==> config.mk <==
export PLATFORM = sky130hd
export DESIGN_NAME = lsu_mc
export DESIGN_NICKNAME = d
export VERILOG_FILES = /design/src/rtl/lsu_mc.sv
export SDC_FILE = /design/constraint.sdc
export NUM_CORES = 1
export LEC_CHECK = 0
export BUFFER_PORTS_ARGS = -buffer_cell sky130_fd_sc_hd__buf_2
export CAP_MARGIN = 20
export CORE_MARGIN = 2
export CORE_UTILIZATION = 35
export CTS_BUF_LIST = sky130_fd_sc_hd__clkbuf_16
export DETAILED_ROUTE_END_ITERATION = 6
export GPL_TIMING_DRIVEN = 0
export PLACE_DENSITY = 0.69
export RECOVER_POWER = 100
export SYNTH_ARGS = -nofsm -noshare
export SYNTH_HDL_FRONTEND = slang
export SYNTH_SLANG_ARGS = --single-unit
==> constraint.sdc <==
create_clock -name clk_i -period 3.2 [get_ports clk_i]
set_clock_uncertainty 0.05 [all_clocks]
set_input_delay 0.8 -clock clk_i [delete_from_list [all_inputs] [get_ports clk_i]]
set_output_delay 0.8 -clock clk_i [all_outputs]
set_load 0.005 [all_outputs]
==> src/rtl/lsu_mc.sv <==
// Multi-cycle load/store unit: takes one execute-stage memory op, issues a single
// lane-steered request on the data-memory port, and returns extended load data or a store ack.
module lsu_mc #(
   parameter int unsigned XLEN = 32,
   parameter int unsigned AW   = 32
) (
   input  logic            clk_i,
   input  logic            rst_i,
   input  logic            in_valid_i,
   output logic            in_ready_o,
   input  logic            wen_i,
   input  logic            ren_i,
   input  logic            is_load_signed_i,
   input  logic [1:0]      size_i,
   input  logic [AW-1:0]   addr_i,
   input  logic [XLEN-1:0] wdata_i,
   input  logic [4:0]      rd_i,
   output logic            mem_req_valid_o,
   input  logic            mem_req_ready_i,
   output logic            mem_req_we_o,
   output logic [AW-1:0]   mem_req_addr_o,
   output logic [XLEN-1:0] mem_req_wdata_o,
   output logic [3:0]      mem_req_wstrb_o,
   input  logic            mem_resp_valid_i,
   input  logic [XLEN-1:0] mem_resp_rdata_i,
   input  logic            mem_resp_err_i,
   output logic            out_valid_o,
   input  logic            out_ready_i,
   output logic [XLEN-1:0] out_rdata_o,
   output logic [4:0]      out_rd_o,
   output logic            out_we_o,
   output logic            out_err_o
);

   typedef enum logic [1:0] {IDLE, REQ, WAIT, DONE} state_t;

   state_t state_q, state_d;

   logic            accept;
   logic            misaligned;
   logic            illegal;
   logic            no_access;
   logic [3:0]      strb;
   logic [XLEN-1:0] lanes;
   logic [XLEN-1:0] shifted;
   logic [XLEN-1:0] load_ext;
   logic [1:0]      size_q;
   logic [1:0]      off_q;
   logic            signed_q;

   assign accept     = (state_q == IDLE) && in_valid_i;
   assign misaligned = ((size_i == 2'd1) && addr_i[0]) ||
                       ((size_i == 2'd2) && (addr_i[1:0] != 2'b00));
   assign illegal    = misaligned || (size_i == 2'd3) || (wen_i && ren_i);
   assign no_access  = !wen_i && !ren_i;

   assign in_ready_o      = (state_q == IDLE);
   assign mem_req_valid_o = (state_q == REQ);
   assign out_valid_o     = (state_q == DONE);

   always_ff @(posedge clk_i) begin
      if (rst_i) state_q <= IDLE;
      else       state_q <= state_d;
   end

   always_comb begin
      state_d = state_q;
      case (state_q)
         IDLE: if (in_valid_i) state_d = (illegal || no_access) ? DONE : REQ;
         REQ:  if (mem_req_ready_i) state_d = WAIT;
         WAIT: if (mem_resp_valid_i) state_d = DONE;
         DONE: if (out_ready_i) state_d = IDLE;
         default: state_d = IDLE;
      endcase
   end

   always_comb begin
      strb  = '0;
      lanes = '0;
      case (size_i)
         2'd0: begin
            strb  = 4'b0001 << addr_i[1:0];
            lanes = {4{wdata_i[7:0]}};
         end
         2'd1: begin
            strb  = 4'b0011 << addr_i[1:0];
            lanes = {2{wdata_i[15:0]}};
         end
         default: begin
            strb  = 4'b1111;
            lanes = wdata_i;
         end
      endcase
   end

   always_comb begin
      shifted  = mem_resp_rdata_i >> {off_q, 3'b000};
      load_ext = shifted;
      case (size_q)
         2'd0:    load_ext = {{(XLEN-8){signed_q & shifted[7]}}, shifted[7:0]};
         2'd1:    load_ext = {{(XLEN-16){signed_q & shifted[15]}}, shifted[15:0]};
         default: load_ext = shifted;
      endcase
   end

   // Result fields are preset at accept so the error / no-access paths skip straight to DONE.
   always_ff @(posedge clk_i) begin
      if (rst_i) begin
         size_q          <= '0;
         off_q           <= '0;
         signed_q        <= 1'b0;
         mem_req_we_o    <= 1'b0;
         mem_req_addr_o  <= '0;
         mem_req_wdata_o <= '0;
         mem_req_wstrb_o <= '0;
         out_rdata_o     <= '0;
         out_rd_o        <= '0;
         out_we_o        <= 1'b0;
         out_err_o       <= 1'b0;
      end else begin
         if (accept) begin
            size_q      <= size_i;
            off_q       <= addr_i[1:0];
            signed_q    <= is_load_signed_i;
            out_rd_o    <= rd_i;
            out_err_o   <= illegal;
            out_we_o    <= 1'b0;
            out_rdata_o <= '0;
            if (!illegal && !no_access) begin
               mem_req_we_o    <= wen_i;
               mem_req_addr_o  <= {addr_i[AW-1:2], 2'b00};
               mem_req_wdata_o <= wen_i ? lanes : '0;
               mem_req_wstrb_o <= wen_i ? strb : 4'b0000;
            end
         end
         if ((state_q == WAIT) && mem_resp_valid_i) begin
            out_err_o   <= mem_resp_err_i;
            out_we_o    <= !mem_resp_err_i && !mem_req_we_o;
            out_rdata_o <= (!mem_resp_err_i && !mem_req_we_o) ? load_ext : '0;
         end
      end
   end

endmodule

==> results.py <==
metrics = {
    "run_status": {
        "status": "complete, no violations",
    },
    "placed_design": {
        "gp_congestion": 0.876,
        "pre_cts_slack_ps": 365,
        "io_buffers": 221,
        "hpwl_mm": 11.5,
        "place_inst": 911,
    },
    "final_layout": {
        "num_antenna_cells": 0,
        "fin_cells": 942,
        "final_util_pct": 48.7,
        "layout_common_cells": "buf_2 (151), dfxtp_1 (113), clkbuf_1 (104)",
        "final_layout_size_suffix_gt1_share_pct": 27.4,
        "layout_commonest_cell": "buf_2",
        "nNetsFinal": 868,
        "syn2layout_area_growth_pct": 37.1,
    },
    "setup_path": {
        "critPathSlowestCell": "a211oi_1",
        "end_kind": "flip-flop",
        "critPathMostFrequentCell": "clkbuf_1",
        "path_max_fanout": 10,
        "critPathTopFamily": "compound AO/OA/AOI/OAI gates",
        "cp.required_ps": 3460,
        "start_kind": "input port",
        "reg2reg_setup_slack_ps": 520,
        "cpPeakStageDelay_ps": 670,
        "crit_chain": "clkbuf_1 > or3_1 > a211oi_1 > nor2_1 > clkbuf_1 > a22o_1",
        "cp_data_arrival_time_ps": 3100,
        "criticalPathCategory": "input port to flip-flop",
        "crit_buf_inv": 2,
    },
    "sta": {
        "rsz0062_at_grt": "no",
        "holdWs_ps": 401,
        "finalHoldViolCount": 0,
        "fmax_mhz": 352,
        "tightest_slew_ps": 917,
        "slew_viol_final": 0,
        "period_share_pct": 88.7,
        "fin_ws_ps": 363,
        "min_period_ps": 2840,
        "fin_tns_setup_ps": 0,
        "setup-violations-final": 0,
        "slew_headroom_pct": 38.7,
    },
    "global_route": {
        "grt.total_usage_pct": 20.3,
        "antenna_found_initial": 0,
        "grt_pass1_wl_mm": 23.4,
        "grt_pass1_vias": 4641,
        "grt_max_degree": 17,
        "overflow": 0,
    },
    "routing": {
        "met1_length_mm": 6.55,
        "met3_length_mm": 1.12,
        "drc": 0,
        "num_vias": 4732,
        "wl_per_cell_um": 16.2,
        "via_per_inst": 5.02,
        "top_layer": "met4",
        "detail-route-antenna-nets": 0,
        "wl_met2_mm": 7.25,
        "wl_mm": 15.3,
        "drt_iter0_drc": 228,
        "dr.pass1.iters": 6,
    },
    "synth": {
        "synth_cell_types": 44,
        "async_flop_share_pct": 0,
        "yosysSeqAreaShare_pct": 46.4,
        "synth.ff_latch_count": 113,
        "synth_edf_count": 0,
        "syn_area_per_cell_um2": 9.58,
        "syn_inst": 509,
        "synth_area_mm2": 0.00488,
        "ys.flop_type": "dfxtp_1",
        "yosysWarnings": 0,
    },
    "clock_network": {
        "clockBufferDepth": 2,
        "cts_buffers": 17,
        "clock_sinks": 113,
        "cts_max_level": 4,
        "clkSlewWorstSetupHoldPaths_ps": 50,
        "cts_setup_buffers": 0,
        "cts_tree": "built",
        "worstSkewPairLatency_ps": 410,
        "cts_resized": 0,
        "cts_hold_buf": 0,
        "root_buffer": "clkbuf_16",
    },
    "die": {
        "die_area_mm2": 0.0149,
        "die_x_um": 122,
        "ioPinCount": 224,
        "initial_core_util_pct": 35.5,
        "std_cell_rows": 43,
        "fp.dieH_um": 122,
        "core_area_mm2": 0.0137,
    },
    "worst_hold_path": {
        "min_path_type": "flip-flop to flip-flop",
    },
    "power_and_ir_drop": {
        "leakagePower_nw": 2.80,
        "powerDensity_mw_per_mm2": 634,
        "peakVddDrop_v": 0.000338,
    },
    "run": {
        "max_cap_viol_count": 0,
    },
}
[power breakdown]
part | internal (mW) | total, mW | leakage [nW] | switching (mW)
Combinational | 0.337 | 0.838 | 1.61 | 0.501
Clock | 1.20 | 1.85 | 0.280 | 0.654
Sequential | 1.50 | 1.54 | 0.914 | 0.0485
Total | 3.03 | 4.23 | 2.80 | 1.20
[worst reg2reg max path, cell delays in order (launching register included)]
cell       delay (ps)
dfxtp_1           330
inv_1             120
ha_1              270
and4bb_2          270
clkbuf_1          390
nor2b_1           190
clkbuf_1          380
o2111ai_1         420
o21ai_0           200
[per-layer routing]
layer / global-route usage (%) / vias up
met1: 24.2 / 2176
met4: 8.69 / 0
met3: 6.65 / 29
li1: - / 2339
met2: 33.7 / 188
met5: 0 / -
[path summary, 6_finish.rpt]
kind / startpoint / endpoint / cells past startpoint
worst max-delay path: addr_i[1] / mem_req_wdata_o[29]$_SDFFE_PP0P_ / 6
worst min-delay path: mem_req_addr_o[6]$_SDFFE_PP0P_ / mem_req_addr_o[6]$_SDFFE_PP0P_ / 2
worst max register to register: state_q[0]$_SDFFE_PP0P_ / out_rdata_o[20]$_SDFFE_PP0P_ / 8
worst min register to register: mem_req_addr_o[6]$_SDFFE_PP0P_ / mem_req_addr_o[6]$_SDFFE_PP0P_ / 2
[area by class of cell]
class                      instances  area, um2
fill                            1391       7040
multi-input combinational        353       2420
sequential                       113       2260
timing repair buffer             221       1020
clock buffer                      17        425
tap                              180        225
buffer                            39        163
clock inverter                    14        150
inverter                           5       18.8
[flip-flops by register name, summed over array words and instances, names as in the netlist]
name,cells
state_q,2
mem_req_we_o,1
size_q,2
signed_q,1
mem_req_addr_o,30
mem_req_wdata_o,32
out_rdata_o,32
out_err_o,1
out_rd_o,5
off_q,2
mem_req_wstrb_o,4
out_we_o,1
[cell usage after synthesis (3+ instances only)]
library cell | n | area [um2]
a22oi_1 | 16 | 120
a21oi_1 | 57 | 285
clkbuf_1 | 28 | 105
nand2b_1 | 3 | 18.8
and3b_1 | 8 | 70.1
mux2i_1 | 27 | 270
a22o_1 | 25 | 219
nor2_1 | 15 | 56.3
mux4_2 | 8 | 180
inv_1 | 4 | 15.0
mux2_2 | 16 | 180
dfxtp_1 | 113 | 2260
o21ai_0 | 24 | 120
nor2b_1 | 3 | 18.8
o2bb2ai_1 | 19 | 166
nand2_1 | 91 | 342
a221o_1 | 10 | 100
buf_1 | 3 | 11.3
ha_1 | 5 | 62.6
buf_2 | 5 | 25.0
[through the flow]
stage / power, mW / instance area, um2
3_5_place_dp: 2.43 / 6210
5_1_grt: 4.45 / 6680
2_1_floorplan: 2.10 / 4880
6_report: 4.23 / 6680
3_3_place_gp: 2.42 / 6210
4_1_cts: 4.29 / 6790
[cell families (layout without fill, tap and decap cells)]
group / count (synthesis) / count (layout) / share of synthesized area [%]
compound gates: 162 / 162 / 22.7
fa+ha+maj: 5 / 5 / 1.28
flops: 113 / 113 / 46.4
buf+inv: 44 / 296 / 3.82
simple gates: 131 / 131 / 12.4
xor+xnor: 2 / 2 / 0.359
other cells: 1 / 2 / 0.0769
mux: 51 / 51 / 12.9
Note: power is estimated with default switching activity, not from simulation.
